File: src/rtl/cm_sketch_topk_reader.sv
`default_nettype none
// ============================================================================
// Module   : cm_sketch_topk_reader
// Brief    : Walks the descending-count CAM from index 0 and streams the top
//            {addr, cnt, rank} records over valid/ready, stopping early on an
//            empty entry or a count below the latched threshold.
//            Optional macro CM_TOPK_CLEAR_EN adds a one-cycle CAM clear request
//            at the end of every query.
// Revision : 1.0 - initial release
// ============================================================================
module cm_sketch_topk_reader #(
    parameter int ADDR_SIZE  = 22,
    parameter int CNT_SIZE   = 32,
    parameter int NUM_ENTRY  = 25,
    parameter int INDEX_SIZE = 5
) (
    input  logic                  clk,
    input  logic                  rst_n,
    input  logic                  query_req,
    input  logic [INDEX_SIZE-1:0] query_num,
    input  logic [CNT_SIZE-1:0]   min_cnt,
    output logic                  query_busy,
    output logic                  cam_freeze,
    output logic                  cam_rd_en,
    output logic [INDEX_SIZE-1:0] cam_rd_idx,
    input  logic                  cam_rd_vld,
    input  logic [ADDR_SIZE-1:0]  cam_rd_addr,
    input  logic [CNT_SIZE-1:0]   cam_rd_cnt,
    output logic                  out_valid,
    input  logic                  out_ready,
    output logic [ADDR_SIZE-1:0]  out_addr,
    output logic [CNT_SIZE-1:0]   out_cnt,
    output logic [INDEX_SIZE-1:0] out_rank,
    output logic                  query_done,
    output logic [INDEX_SIZE:0]   query_count,
    output logic                  cam_clear
);

    localparam logic [2:0] ST_IDLE  = 3'd0;
    localparam logic [2:0] ST_READ  = 3'd1;
    localparam logic [2:0] ST_WAIT  = 3'd2;
    localparam logic [2:0] ST_EMIT  = 3'd3;
    localparam logic [2:0] ST_DONE  = 3'd4;
`ifdef CM_TOPK_CLEAR_EN
    localparam logic [2:0] ST_CLEAR = 3'd5;
    localparam logic [2:0] ST_TERM  = ST_CLEAR;
`else
    localparam logic [2:0] ST_TERM  = ST_DONE;
`endif

    localparam logic [INDEX_SIZE:0]   C_NUM_ENTRY = (INDEX_SIZE + 1)'(NUM_ENTRY);
    localparam logic [INDEX_SIZE-1:0] C_LAST_IDX  = INDEX_SIZE'(NUM_ENTRY - 1);

    logic [2:0]            state_q,    state_d;
    logic [INDEX_SIZE-1:0] idx_q,      idx_d;
    logic [INDEX_SIZE:0]   emitted_q,  emitted_d;
    logic [INDEX_SIZE:0]   num_q,      num_d;
    logic [CNT_SIZE-1:0]   thr_q,      thr_d;
    logic [ADDR_SIZE-1:0]  out_addr_q, out_addr_d;
    logic [CNT_SIZE-1:0]   out_cnt_q,  out_cnt_d;
    logic [INDEX_SIZE-1:0] out_rank_q, out_rank_d;

    logic [INDEX_SIZE:0]   w_query_num_ext;
    logic [INDEX_SIZE:0]   w_emitted_inc;

    assign w_query_num_ext = {1'b0, query_num};
    assign w_emitted_inc   = emitted_q + 1'b1;

    always_comb begin
        state_d    = state_q;
        idx_d      = idx_q;
        emitted_d  = emitted_q;
        num_d      = num_q;
        thr_d      = thr_q;
        out_addr_d = out_addr_q;
        out_cnt_d  = out_cnt_q;
        out_rank_d = out_rank_q;

        case (state_q)
            ST_IDLE: begin
                if (query_req) begin
                    // Request size and threshold are frozen for the whole query.
                    num_d     = (w_query_num_ext > C_NUM_ENTRY) ? C_NUM_ENTRY : w_query_num_ext;
                    thr_d     = min_cnt;
                    idx_d     = '0;
                    emitted_d = '0;
                    state_d   = (query_num == '0) ? ST_TERM : ST_READ;
                end
            end
            ST_READ: begin
                state_d = ST_WAIT;
            end
            ST_WAIT: begin
                if (!cam_rd_vld || (cam_rd_cnt < thr_q)) begin
                    state_d = ST_TERM;
                end else begin
                    out_addr_d = cam_rd_addr;
                    out_cnt_d  = cam_rd_cnt;
                    out_rank_d = idx_q;
                    state_d    = ST_EMIT;
                end
            end
            ST_EMIT: begin
                if (out_ready) begin
                    emitted_d = w_emitted_inc;
                    // Index saturates at the last entry so it can never wrap.
                    if ((w_emitted_inc == num_q) || (idx_q == C_LAST_IDX)) begin
                        state_d = ST_TERM;
                    end else begin
                        idx_d   = idx_q + 1'b1;
                        state_d = ST_READ;
                    end
                end
            end
`ifdef CM_TOPK_CLEAR_EN
            ST_CLEAR: begin
                state_d = ST_DONE;
            end
`endif
            ST_DONE: begin
                state_d = ST_IDLE;
            end
            default: begin
                state_d = ST_IDLE;
            end
        endcase
    end

    always_ff @(posedge clk) begin
        if (!rst_n) begin
            state_q    <= ST_IDLE;
            idx_q      <= '0;
            emitted_q  <= '0;
            num_q      <= '0;
            thr_q      <= '0;
            out_addr_q <= '0;
            out_cnt_q  <= '0;
            out_rank_q <= '0;
        end else begin
            state_q    <= state_d;
            idx_q      <= idx_d;
            emitted_q  <= emitted_d;
            num_q      <= num_d;
            thr_q      <= thr_d;
            out_addr_q <= out_addr_d;
            out_cnt_q  <= out_cnt_d;
            out_rank_q <= out_rank_d;
        end
    end

    assign query_busy  = (state_q != ST_IDLE);
    assign cam_freeze  = query_busy;
    assign cam_rd_en   = (state_q == ST_READ);
    assign cam_rd_idx  = idx_q;
    assign out_valid   = (state_q == ST_EMIT);
    assign out_addr    = out_addr_q;
    assign out_cnt     = out_cnt_q;
    assign out_rank    = out_rank_q;
    assign query_done  = (state_q == ST_DONE);
    assign query_count = emitted_q;

`ifdef CM_TOPK_CLEAR_EN
    assign cam_clear = (state_q == ST_CLEAR);
`else
    assign cam_clear = 1'b0;
`endif

endmodule
`default_nettype wire
File: config.mk
export PLATFORM = sky130hd
export DESIGN_NAME = cm_sketch_topk_reader
export DESIGN_NICKNAME = d
export VERILOG_FILES = /design/src/rtl/cm_sketch_topk_reader.sv
export SDC_FILE = /design/constraint.sdc
export NUM_CORES = 1
export LEC_CHECK = 0
export BUFFER_PORTS_ARGS = -buffer_cell sky130_fd_sc_hd__clkbuf_2
export CAP_MARGIN = 20
export CORE_ASPECT_RATIO = 0.75
export CORE_UTILIZATION = 53
export CTS_BUF_LIST = sky130_fd_sc_hd__clkbuf_2
export DETAILED_ROUTE_END_ITERATION = 12
export GPL_ROUTABILITY_DRIVEN = 0
export PLACE_DENSITY = 0.81
export RECOVER_POWER = 25
export SLEW_MARGIN = 30
export SYNTH_ARGS = -nofsm -noshare
export SYNTH_HDL_FRONTEND = slang
export SYNTH_SLANG_ARGS = --single-unit
File: constraint.sdc
create_clock -name clk -period 2.9 [get_ports clk]
set_input_delay 0 -clock clk [delete_from_list [all_inputs] [get_ports clk]]
set_output_delay 0 -clock clk [all_outputs]
set_load 0.01 [all_outputs]
==> results.md <==
* Flop-to-flop setup slack at between 100 and 150 ps
* RSZ-0062 raised after global routing: no
* Longest Clk Path Bufs at 2
* Synth cell types at 49
* CTS tree: built
* Fraction of layout cells with a size suffix above 1 at between 10 and 15%
* Yosys warns at 0
* Most area-hungry cell type in the Yosys netlist: dfxtp_1
* Slew @ Worst Pin at ~740 ps
* CTS Sinks at 110
* CP endpoint: thr_q[20]
* CP max stage cell: dlygate4sd3_1
* Clk_skew at ~34 ps
* Final Slew Violations at 0
* Synthesized instance count at between 800 and 900
* DRT Pass-1 Iters at 5
* Post-DP HPWL at ~12,000 µm
* # IOs at 172
* Grt total ovfl at 0
* Reg-to-reg endpoint: thr_q[20]
* Hold Startpoint: query_num[0]
* Initial drt markers at approximately 760
* Top FF cell, synth: dfxtp_1
* FFs w/ async S/R, synth at 0%
* Worst setup path start: state_q[2]
* Die width at about 130 µm
* ANT nets after route at 0
* Max-cap violations at 0
* GRT Util Overall at approximately a third
* Clk Latency, worst-skew pair at ~640 ps
* Critical path launch point type: flip-flop
* Post-Syn Area at about 0.0064 mm²
* Max stage delay on crit path at between 600 and 700 ps
* Max_slew headroom at about 50%
* Max VDD drop at 294 µV
* Share of the synthesized area in the top cell type at 34.2%
* Syn Nets at 994
* Sequential fraction of the synthesis area at 34.2%
* Core ar. at roughly 0.012 mm²
* Post-synthesis register bit count at 110
* Routed wire length per instance at 16.9 µm
* Initial core utilization at between 50 and 60%
* Final hold vios at 0
* Status: finished clean
* Worst-path clk slew at 290 ps
* WP data required at about 3500 ps
* Tcrit/Tclk final at 95.1%
* Max frequency at about 360 MHz
* Row cnt at 34
* Worst slack at placement at 341 ps
* R2R cell count at 7
* Syn Area/Cell at between 7 and 8 µm²
* Leakage at ~3.8 nW
* Min-delay worst type: in -> reg
* Final worst slack at approximately 140 ps
* Initial antenna violation count at 2
* DR DRC count at 0
* Critical-path cell list: nor3_2 > and2_1 > buf_4 > nand2_1 > dlygate4sd3_1 > a21boi_0 > dlygate4sd3_1
* Setup_tns at 0 ps
* Worst path arrival time at approximately 3400 ps
* PortBufs at 170
* Synth area leaders: dfxtp_1 34%, nand2_1 8.6%, o311ai_1 6.8%
* Die footprint at between 0.01 and 0.015 mm²
* CP max FO at 25
* Crit path time final at around 2800 ps
* Layout Nets at between 1,000 and 1,500
* CP Capture Type: flip-flop
* Via-to-Cell Ratio at slightly below 6
* CP Class: reg -> reg
* Post-synth EDFFs at 0
* Worst r2r src: state_q[2]
* Die height at 97.5 µm
* DRT Wirelength at roughly 22,000 µm
* H-tree Lvls at 3
* Total CTS buffers at 9
* First-pass GRT wire length at ~35,000 µm
* Vias post-DR at around 7,600
* Area Overhead vs Synth at 38.2%
* Largest net degree at the start of global routing at 80
* CTS root buf: clkbuf_2
* Vias in the first global route at ~7,300
* Power per cell area at around 480 mW/mm²
* Most common cell on crit path: dlygate4sd3_1
* Final setup viols at 0
==> repair_timing <==
action	in CTS	in global routing
setup buffers	0	0
setup endpoints to repair	0	10
hold buffers	152	0
resized for setup	0	2
hold endpoints to repair	106	0
==> cells in the mapped netlist, types with 2 or more instances <==
library cell,number
nor2b_1,3
ha_1,34
nand4_1,10
clkbuf_1,62
nand2_1,148
a21oi_1,77
a211oi_1,2
buf_2,4
buf_4,4
a31oi_1,2
xor2_1,3
inv_1,39
nand3_1,10
clkbuf_2,4
o21ai_0,70
a21boi_0,39
and3_1,60
nor3_1,7
xnor2_1,5
o21a_1,7
o31ai_1,3
nor2_1,70
o311ai_1,50
a21o_1,2
and2_1,5
nor4_1,3
o311ai_0,10
dfxtp_1,110
==> per-layer routing <==
metal,track usage (%),up-vias,wire length [µm]
met5,0,-,0
met4,18.6,0,1020
met3,7.60,106,1800
met2,59.1,438,10400
met1,41.9,3485,8820
li1,-,3605,-
==> power by group <==
group,internal (mW),total [mW],switching (mW)
Clock,0.113,0.648,0.535
Combinational,0.771,1.78,1.01
Sequential,1.69,1.82,0.125
Total,2.58,4.25,1.67
==> state kept, by name, indices dropped and copies added, names as in the netlist <==
signal and cells:
out_rank 5, state_q 3, thr_q 32, num_q 5, query_count 6, out_addr 22
out_cnt 32, cam_rd_idx 5
==> layout by cell type (no fill, tap or decap), types with 5 or more instances in the layout <==
master         netlist  routed
xnor2_1              5       5
clkbuf_1            62      46
nor3_1               7       6
a21oi_1             77      77
dlygate4sd3_1        0     152
buf_4                4      12
nand3_1             10      10
o311ai_0            10      10
a21boi_0            39      39
o21a_1               7       7
nor2_1              70      69
ha_1                34      34
and2_1               5       5
clkbuf_2             4     134
o311ai_1            50      50
dfxtp_1            110     110
nand2_1            148     148
nand4_1             10      10
inv_1               39      39
and3_1              60      59
o21ai_0             70      70
==> worst max-delay path, delay by kind of cell, from the launching register on <==
kind | cells | cell delay, ps
DFF | 1 | 420
buffers and inverters | 3 | 1460
and+or+nand+nor | 3 | 580
AOI/OAI and AO/OA | 1 | 260
==> cell families after synthesis <==
family	Yosys count	synth area share, %
AND/OR/NAND/NOR	323	22.9
adder cells (fa/ha/maj)	34	6.61
other	1	0.0582
flip-flops	110	34.2
XOR/XNOR	8	1.09
multiplexers	1	0.175
buffers and inverters	116	7.44
AO/OA/AOI/OAI	271	27.6
==> worst min-delay path by stage <==
stage                      to  slack, ps  depth (start not counted)
floorplan            num_q[3]        140                          2
global placement    thr_q[11]        240                          3
detailed placement  thr_q[21]        240                          3
CTS                  num_q[0]        250                          4
global route         num_q[0]        200                          4
finish               num_q[0]        240                          4
==> area by class of cell <==
type / count / area (µm²)
fillers: 884 / 2800
repair buffers: 337 / 2480
flip-flops and latches: 110 / 2200
diodes: 2 / 5.00
clock buffers: 11 / 55.1
well taps: 162 / 203
multi-input cells: 638 / 3780
clock inverters: 4 / 25.0
inverters: 39 / 146
==> through the flow <==
step           std cells  total power, mW  utilization [%]  hold slack (ps)  area, µm²
5_1_grt             1303             4.48             76.1              197       8900
3_5_place_dp        1134             3.14             62.7              243       7340
2_1_floorplan        864             2.73                -              145       6440
6_report            1303             4.25             76.1              239       8900
4_1_cts             1301             4.09             76.4              246       8940
3_3_place_gp        1134             3.11             62.7              238       7340
(Power assumes the default switching activity.)
